## src/rtl/poly_drv_pkg.sv

```systemverilog
// Shared constants for the polynomial operand driver: FSM encodings, operand
// slot indices and elaboration-time helpers for the timing parameters.
package poly_drv_pkg;

  localparam logic [2:0] IDLE     = 3'd0;
  localparam logic [2:0] SETUP    = 3'd1;
  localparam logic [2:0] GO_HI    = 3'd2;
  localparam logic [2:0] GO_LO    = 3'd3;
  localparam logic [2:0] WAIT_RES = 3'd4;
  localparam logic [2:0] CAPTURE  = 3'd5;

  localparam logic [1:0] OP_A = 2'd0;
  localparam logic [1:0] OP_B = 2'd1;
  localparam logic [1:0] OP_C = 2'd2;
  localparam logic [1:0] OP_X = 2'd3;

  function automatic int clamp_min(input int v, input int lo);
    return (v < lo) ? lo : v;
  endfunction

  function automatic int max4(input int a, input int b, input int c, input int d);
    int m;
    m = a;
    if (b > m) m = b;
    if (c > m) m = c;
    if (d > m) m = d;
    return m;
  endfunction

endpackage

```

## src/rtl/poly_drv_timer.sv

```systemverilog
// Loadable down-counter shared by every hold phase; zero marks the last cycle
// of the phase that loaded it.
module poly_drv_timer #(
  parameter int W = 4
) (
  input  logic         clk,
  input  logic         rst,
  input  logic         load,
  input  logic [W-1:0] load_val,
  output logic         zero
);

  logic [W-1:0] cnt;

  always_ff @(posedge clk or posedge rst) begin
    if (rst)              cnt <= '0;
    else if (load)        cnt <= load_val;
    else if (cnt != '0)   cnt <= cnt - 1'b1;
  end

  assign zero = (cnt == '0);

endmodule

```

## src/rtl/poly_operand_driver.sv

```systemverilog
// Drives the evaluator's go/data_in load protocol for one {A,B,C,X} set and
// captures its result. Define POLY_DRV_CHECK_EN to add a reference model and mismatch flag.
module poly_operand_driver
  import poly_drv_pkg::*;
#(
  parameter int DATA_W      = 8,
  parameter int SETUP_CYC   = 2,
  parameter int GO_HIGH_CYC = 2,
  parameter int GO_LOW_CYC  = 2,
  parameter int RESULT_WAIT = 8
) (
  input  logic              clk,
  input  logic              reset,
  input  logic              start,
  input  logic [DATA_W-1:0] a_in,
  input  logic [DATA_W-1:0] b_in,
  input  logic [DATA_W-1:0] c_in,
  input  logic [DATA_W-1:0] x_in,
  output logic              busy,
  output logic              go_out,
  output logic [DATA_W-1:0] data_out,
  input  logic [DATA_W-1:0] eval_result,
  output logic [DATA_W-1:0] result,
  output logic              result_valid
`ifdef POLY_DRV_CHECK_EN
  , output logic            mismatch
`endif
);

  localparam int SC   = clamp_min(SETUP_CYC, 1);
  localparam int GH   = clamp_min(GO_HIGH_CYC, 1);
  localparam int GL   = clamp_min(GO_LOW_CYC, 1);
  localparam int RW   = clamp_min(RESULT_WAIT, 6);
  localparam int MAXP = max4(SC, GH, GL, RW);
  localparam int TW   = $clog2(MAXP) + 1;

  logic [2:0]                   state, state_nxt;
  logic [1:0]                   idx;
  logic [3:0][DATA_W-1:0]       ops;
  logic                         load, zero, accept;
  logic [TW-1:0]                load_val;

  assign accept = (state == IDLE) && start && !busy;

  poly_drv_timer #(.W(TW)) u_timer (
    .clk      (clk),
    .rst      (reset),
    .load     (load),
    .load_val (load_val),
    .zero     (zero)
  );

  // Timer holds N-1 on entry so each phase lasts exactly its parameter in cycles.
  always_comb begin
    state_nxt = state;
    load      = 1'b0;
    load_val  = '0;
    case (state)
      IDLE:     if (accept) begin state_nxt = SETUP; load = 1'b1; load_val = TW'(SC - 1); end
      SETUP:    if (zero)   begin state_nxt = GO_HI; load = 1'b1; load_val = TW'(GH - 1); end
      GO_HI:    if (zero)   begin state_nxt = GO_LO; load = 1'b1; load_val = TW'(GL - 1); end
      GO_LO:    if (zero) begin
                  load = 1'b1;
                  if (idx == OP_X) begin state_nxt = WAIT_RES; load_val = TW'(RW - 1); end
                  else             begin state_nxt = SETUP;    load_val = TW'(SC - 1); end
                end
      WAIT_RES: if (zero)   state_nxt = CAPTURE;
      CAPTURE:  state_nxt = IDLE;
      default:  state_nxt = IDLE;
    endcase
  end

  always_ff @(posedge clk or posedge reset) begin
    if (reset) begin
      state        <= IDLE;
      idx          <= OP_A;
      ops          <= '0;
      busy         <= 1'b0;
      go_out       <= 1'b0;
      data_out     <= '0;
      result       <= '0;
      result_valid <= 1'b0;
    end else begin
      state        <= state_nxt;
      go_out       <= (state_nxt == GO_HI);
      // Busy spans the result_valid cycle so a start there is dropped.
      busy         <= (state_nxt != IDLE) || (state == CAPTURE);
      result_valid <= (state == CAPTURE);
      if (accept) begin
        ops      <= {x_in, c_in, b_in, a_in};
        idx      <= OP_A;
        data_out <= a_in;
      end else if (state == GO_LO && state_nxt == SETUP) begin
        idx      <= idx + 2'd1;
        data_out <= ops[idx + 2'd1];
      end
      if (state == CAPTURE) result <= eval_result;
    end
  end

`ifdef POLY_DRV_CHECK_EN
  logic [DATA_W-1:0] cx, cxx, bx, model;

  always_comb begin
    cx    = ops[OP_C] * ops[OP_X];
    cxx   = cx * ops[OP_X];
    bx    = ops[OP_B] * ops[OP_X];
    model = cxx + bx + ops[OP_A];
  end

  always_ff @(posedge clk or posedge reset) begin
    if (reset)                mismatch <= 1'b0;
    else if (accept)          mismatch <= 1'b0;
    else if (state == CAPTURE) mismatch <= (eval_result != model);
  end
`endif

endmodule
```

## config.mk

```make
export PLATFORM = sky130hd
export DESIGN_NAME = poly_operand_driver
export DESIGN_NICKNAME = d
export VERILOG_FILES = /design/src/rtl/poly_drv_pkg.sv /design/src/rtl/poly_drv_timer.sv /design/src/rtl/poly_operand_driver.sv
export SDC_FILE = /design/constraint.sdc
export NUM_CORES = 1
export LEC_CHECK = 0
export ABC_AREA = 1
export BUFFER_PORTS_ARGS = -buffer_cell sky130_fd_sc_hd__buf_2
export CAP_MARGIN = 20
export CORE_MARGIN = 3
export CORE_UTILIZATION = 54
export DETAILED_ROUTE_END_ITERATION = 16
export PLACE_DENSITY = 0.79
export SLEW_MARGIN = 0
export SYNTH_ARGS = -nofsm -noshare
export SYNTH_HDL_FRONTEND = slang
export SYNTH_SLANG_ARGS = --single-unit
```

## constraint.sdc

```tcl
create_clock -name clk -period 2.2 [get_ports clk]
set_input_delay 0.22 -clock clk [delete_from_list [all_inputs] [get_ports clk]]
set_output_delay 0.22 -clock clk [all_outputs]
set_load 0.03 [all_outputs]
```

== Word-level counts from Yosys, hierarchy flattened ==
Cells that the tools add are included.
Storage, ports and cells
  register bits: 60
  output and inout port bits: 19
  word-level logic and storage cells: 59
Operators by class
  add/sub/neg operators: 2
  magnitude comparators: 1
  equal/unequal tests: 8
  mux-type cells: 23
  reductions and logical operators: 13
Operators with widths (number)
  3-bit 2-to-1 mux: 8
  8-bit 2-to-1 mux: 3
  8-bit binary-select mux with 2-bit select: 1
  3-bit case mux with 5 select lines: 1
  3-bit by 2-bit equality test with 1-bit output, second input constant: 3
  3-bit case mux with 3 select lines: 1
  4-bit 2-to-1 mux: 2
  3-bit by 1-bit equality test with 1-bit output, second input constant: 2
  3-bit equality test, second input constant: 2
  4-bit logical NOT: 1
  1-bit 2-to-1 mux: 4
  2-bit 2-to-1 mux: 2
  2-bit nonzero test: 2
  4-bit nonzero test: 1
  4-bit by 1-bit subtractor with 4-bit output, second input constant: 1
  1-bit logical AND: 3
  3-bit logical NOT: 1
  2-bit by 3-bit less-than comparator with 1-bit output, second input constant: 1
  3-bit nonzero test: 1
  3-bit OR reduction: 1
  2-bit by 1-bit adder with 2-bit output, second input constant: 1
  2-bit equality test, second input constant: 1
  1-bit case mux with 2 select lines: 1
  2-bit OR reduction: 1
  other kinds (2): 2

== Logic depth before layout (Yosys ltp) ==
  depth in word-level cells: 9
  mapped depth: 11

== Modules after synthesis ==
A second synthesis with hierarchy kept.
Second synthesis, totals
  cell total of the unflattened synthesis: 365
  area total of the unflattened synthesis: 2852.7 um^2
By module, submodules not included
  poly_operand_driver: times used 1, cells an instance 327, area each 2593.7 um^2
  poly_drv_timer: times used 1, cells an instance 38, area each 259.0 um^2

== Worst setup path after synthesis ==
No wires, ideal clock.
  path kind: register -> register
  start point: reg u_timer.cnt[0]
  end point: reg data_out[0]
  arrival: 1280 ps
  data required time: 2083 ps
  setup slack: 803 ps
  stages on the path, launching flop included: 12
  path buffers: 1
  clock period less this slack: 1397 ps
  cells stage by stage: dfrtp_1 -> inv_1 -> ha_1 -> nand2_4 -> clkinv_4 -> nand2_2 -> nand2_2 -> inv_2 -> nand2_4 -> buf_6 -> nand3_1 -> nand2_1
Between the ends
  cells in the longest elaborated chain, start to end: 6
  elaborated cells on any way between the ends: 9
  classes of those cells: eq/ne: 1; mux: 5; reduce/logical: 3
RTL lines
  start: declaration: line poly_drv_timer.sv:13  | logic [W-1:0] cnt;
  start signal: assignment: line poly_drv_timer.sv:17  | else if (load) cnt <= load_val;
  start signal: assignment: line poly_drv_timer.sv:18  | else if (cnt != '0) cnt <= cnt - 1'b1;
  4-bit logical NOT *: line poly_drv_timer.sv:21  | assign zero = (cnt == '0);
  3-bit 2-to-1 mux (on tied branches)
  3-bit case mux with 5 select lines *: line poly_operand_driver.sv:58  | case (state)
  3-bit by 1-bit equality test with 1-bit output *: line poly_operand_driver.sv:93  | end else if (state == GO_LO && state_nxt == SETUP) begin
  1-bit logical AND *: line poly_operand_driver.sv:93
  2-bit nonzero test (no line) *
  end signal: assignment: line poly_operand_driver.sv:92  | data_out <= a_in;
  end signal: assignment: line poly_operand_driver.sv:95  | data_out <= ops[idx + 2'd1];
  end: declaration: line poly_operand_driver.sv:21  | output logic [DATA_W-1:0] data_out,
Mark *: on every way between the ends. The rest lies on a longest branch, timed or not.
A chain may end at the register's enable or synchronous reset.

== Worst setup path after layout ==
  start point: reg state[1]
  end point: reg data_out[2]
Between the ends
  cells in the longest elaborated chain, start to end: 8
  elaborated cells on any way between the ends: 17
  classes of those cells: eq/ne: 5; mux: 7; reduce/logical: 5
RTL lines
  start: declaration: line poly_operand_driver.sv:37  | logic [2:0] state, state_nxt;
  start signal: assignment: line poly_operand_driver.sv:84  | state <= state_nxt;
  3-bit logical NOT: line poly_operand_driver.sv:43, poly_operand_driver.sv:58
  1-bit logical AND (2 in series): line poly_operand_driver.sv:43  | assign accept = (state == IDLE) && start && !busy;
  3-bit 2-to-1 mux: line poly_operand_driver.sv:59  | IDLE: if (accept) begin state_nxt = SETUP; load = 1'b1; load_val = TW'(SC - 1); end
  3-bit case mux with 5 select lines: line poly_operand_driver.sv:58
  3-bit by 1-bit equality test with 1-bit output: line poly_operand_driver.sv:93
  1-bit logical AND: line poly_operand_driver.sv:93
  2-bit nonzero test (no line)
Several ways; a longest one is shown, not always the timed one.

==> impl_metrics.env <==
export IMPL_critPathArrivalTime_ps=1980
export IMPL_cp_required_ps=2470
export IMPL_synth_edf_count=0
export IMPL_yosys_most_used_dff="dfrtp_1"
export IMPL_crit_type="reg -> reg"
export IMPL_p_clk_frac=0.203
export IMPL_crit_fanout=27
export IMPL_period_needed_ps=1710
export IMPL_tightest_slew_ps=409
export IMPL_cts_tree="yes"
export IMPL_timing_final_hold_violations=0
export IMPL_grt_first_pass_wirelength_um=10100
export IMPL_yosysWarningCount=0
export IMPL_worstReg2RegEnd="data_out[2]$_DFFE_PP0P_"
export IMPL_ys_types=26
export IMPL_cap_violations=0
export IMPL_synth_nets=394
export IMPL_area_delta_synth_final_pct=19.3
export IMPL_timing_fmax_mhz=586
export IMPL_finalClockSkew_ps=2.96
export IMPL_maxSlewHeadroom=0.727
export IMPL_start_util=0.578
export IMPL_die_area_um2=6160
export IMPL_fp_dieW_um=78.5
export IMPL_grt_overflow_total=0
export IMPL_rsz0062_at_grt="no"
export IMPL_root_buffer="clkbuf_8"
export IMPL_power_frac_comb=0.419
export IMPL_hold_path_class="in -> reg"
export IMPL_ys_seq_area_frac=0.529
export IMPL_placementRows=25
export IMPL_antenna_cells=0
export IMPL_tns_ps=0
export IMPL_crit_end="data_out[2]$_DFFE_PP0P_"
export IMPL_dp_hpwl_um=4220
export IMPL_drcViolationCount=0
export IMPL_grt_max_degree=61
export IMPL_grtUsageTotal=0.210
export IMPL_clock_path_buffers=2
export IMPL_powerDensity_nw_per_um2=1410
export IMPL_finalSetupViolCount=0
export IMPL_final_cell_area_um2=3390
export IMPL_synth_seq_cells=60
export IMPL_p_leak_nw=1.91
export IMPL_core_um2=4910
export IMPL_vias=2420
export IMPL_r2r_setup_slack_ps=490
export IMPL_grt_antenna_before_repair=0
export IMPL_synth_cells=349
export IMPL_critical_path_endpoint_type="flip-flop"
export IMPL_cts_inserted_buffers=9
export IMPL_reg2reg_depth=7
export IMPL_clock_sinks=60
export IMPL_portBuffers=61
export IMPL_intPower_mw=2.83
export IMPL_status="complete, no violations"
export IMPL_avgViaCountPerCell=5.02
export IMPL_p_sw_mw=1.95
export IMPL_nFillCells=423
export IMPL_seq_area_um2=1500
export IMPL_clkLatencyLatePin_ps=330
export IMPL_nNetsFinal=457
export IMPL_ios=62
export IMPL_drive_gt1_frac=0.241
export IMPL_crit_start="state[1]$_DFF_PP0_"
export IMPL_async_reset_ff_frac=1.00
export IMPL_drt_wirelength_per_cell_um=12.3
export IMPL_period_share=0.775
export IMPL_dr_pass1_iters=4
export IMPL_peakVddDrop_uv=675
export IMPL_dpl_cell_area_um2=3190
export IMPL_htreeDepth=3
export IMPL_ant_nets=0
export IMPL_grt_pass1_vias=2357
export IMPL_clk_pin_slew_worst_paths_ps=60
export IMPL_gp_congestion=0.859
export IMPL_cp_start_kind="flip-flop"
export IMPL_sequentialPowerShare=0.377
export IMPL_wl_um=5940
export IMPL_swShare=0.409
export IMPL_drtIter0Drc=161
export IMPL_finalMaxSlewViolations=0
export IMPL_avgSynthCellArea_um2=8.13
export IMPL_r2r_start="state[1]$_DFF_PP0_"
export IMPL_syn_area_um2=2840
export IMPL_die_y_um=78.5
export IMPL_multi_input_area_um2=1170
export IMPL_finalPower_mw=4.78
## what timing repair did
item	4_1_cts	5_1_grt
hold buffers	1	0
endpoints found under the hold margin	60	0
gates resized for setup	0	0
setup buffers	0	0
endpoints found under the setup margin	0	0
## sequential cells by signal, indices dropped and copies added (netlist names)
register,cells
u_timer.cnt,4
data_out,8
state,3
ops,32
idx,2
go_out,1
result,8
busy,1
result_valid,1
## worst max-delay path: stages, from the launching register on
cell	delay (ps)
dfrtp_1	440
nor2_4	190
nand3_4	250
inv_2	410
nand2_1	140
nand2_1	90
nand2_1	50
nand2_1	60
## metal layers
layer	track usage	routed length, um	vias up
met5	0	0	-
met4	0.103	116	0
met3	0.0470	249	10
met2	0.346	2920	52
met1	0.260	2660	1135
li1	-	-	1223
## kinds of logic after synthesis
logic type	count (synthesis)	synth area share
flip-flops	60	0.529
AND/OR/NAND/NOR	237	0.372
AO/OA/AOI/OAI	14	0.0264
buffers and inverters	34	0.0577
XOR/XNOR	2	0.00617
adder cells (fa/ha/maj)	2	0.00881
## worst min-delay path by stage
stage / from / end / slack, ps / depth (start not counted)
after floorplan: b_in[2] / ops[10]$_DFFE_PP0P_ / 330 / 2
after global placement: reset / result[0]$_DFFE_PP0P_ / 300 / 3
after detailed placement: reset / result[0]$_DFFE_PP0P_ / 300 / 3
after CTS: eval_result[1] / result[1]$_DFFE_PP0P_ / 70 / 3
after global routing: b_in[4] / ops[12]$_DFFE_PP0P_ / 70 / 3
final: c_in[5] / ops[21]$_DFFE_PP0P_ / 80 / 3
## cell type report
class	instances	share of cell area
Multi-Input combinational cell	255	0.347
Tap cell	67	0.0248
Sequential cell	60	0.443
Timing Repair Buffer	66	0.106
Clock inverter	2	0.0103
Clock buffer	12	0.0458
Inverter	20	0.0236
## power groups by stage
stage	logic, mW	registers [mW]	clock network, mW
after global routing	2.28	1.85	1.03
after CTS	2.02	1.80	0.986
final	2.01	1.80	0.973
after detailed placement	2.01	1.82	0
after global placement	1.97	1.80	0
after floorplan	1.43	1.93	0
## stage by stage
step	utilization	worst slack, ps	instances	hold WS (ps)
after floorplan	-	495	349	330
after global placement	0.649	568	467	303
after detailed placement	0.649	507	467	305
after CTS	0.690	487	482	70.6
after global routing	0.690	326	482	73.9
final	0.690	494	482	76.6
## Yosys cell counts (3+ instances only)
library cell / number / share of area
buf_2: 10 / 0.018
buf_4: 3 / 0.0079
dfrtp_1: 60 / 0.53
inv_1: 15 / 0.020
inv_2: 3 / 0.0040
nand2_1: 171 / 0.23
nand2_2: 4 / 0.0088
nand3_1: 38 / 0.067
nand3_2: 5 / 0.018
nand4_1: 5 / 0.011
nor2_1: 4 / 0.0053
o21ai_0: 11 / 0.019
## cells in the final DEF, fill, tap and decap left out, types with 2 or more instances in the layout
cell and instances:
clkbuf_8 11, nand3_2 5, nand3_1 38, nand4_1 5
nand2_1 171, buf_2 61, nor3_1 2, nor2_4 2
inv_1 14, nor2_1 4, buf_4 3, nand3_4 2
nand2_2 4, nor2_2 2, o21ai_0 11, dfrtp_1 60
ha_1 2, inv_2 4, nand2_4 2
No activity file was read; power rests on OpenSTA's default activity.
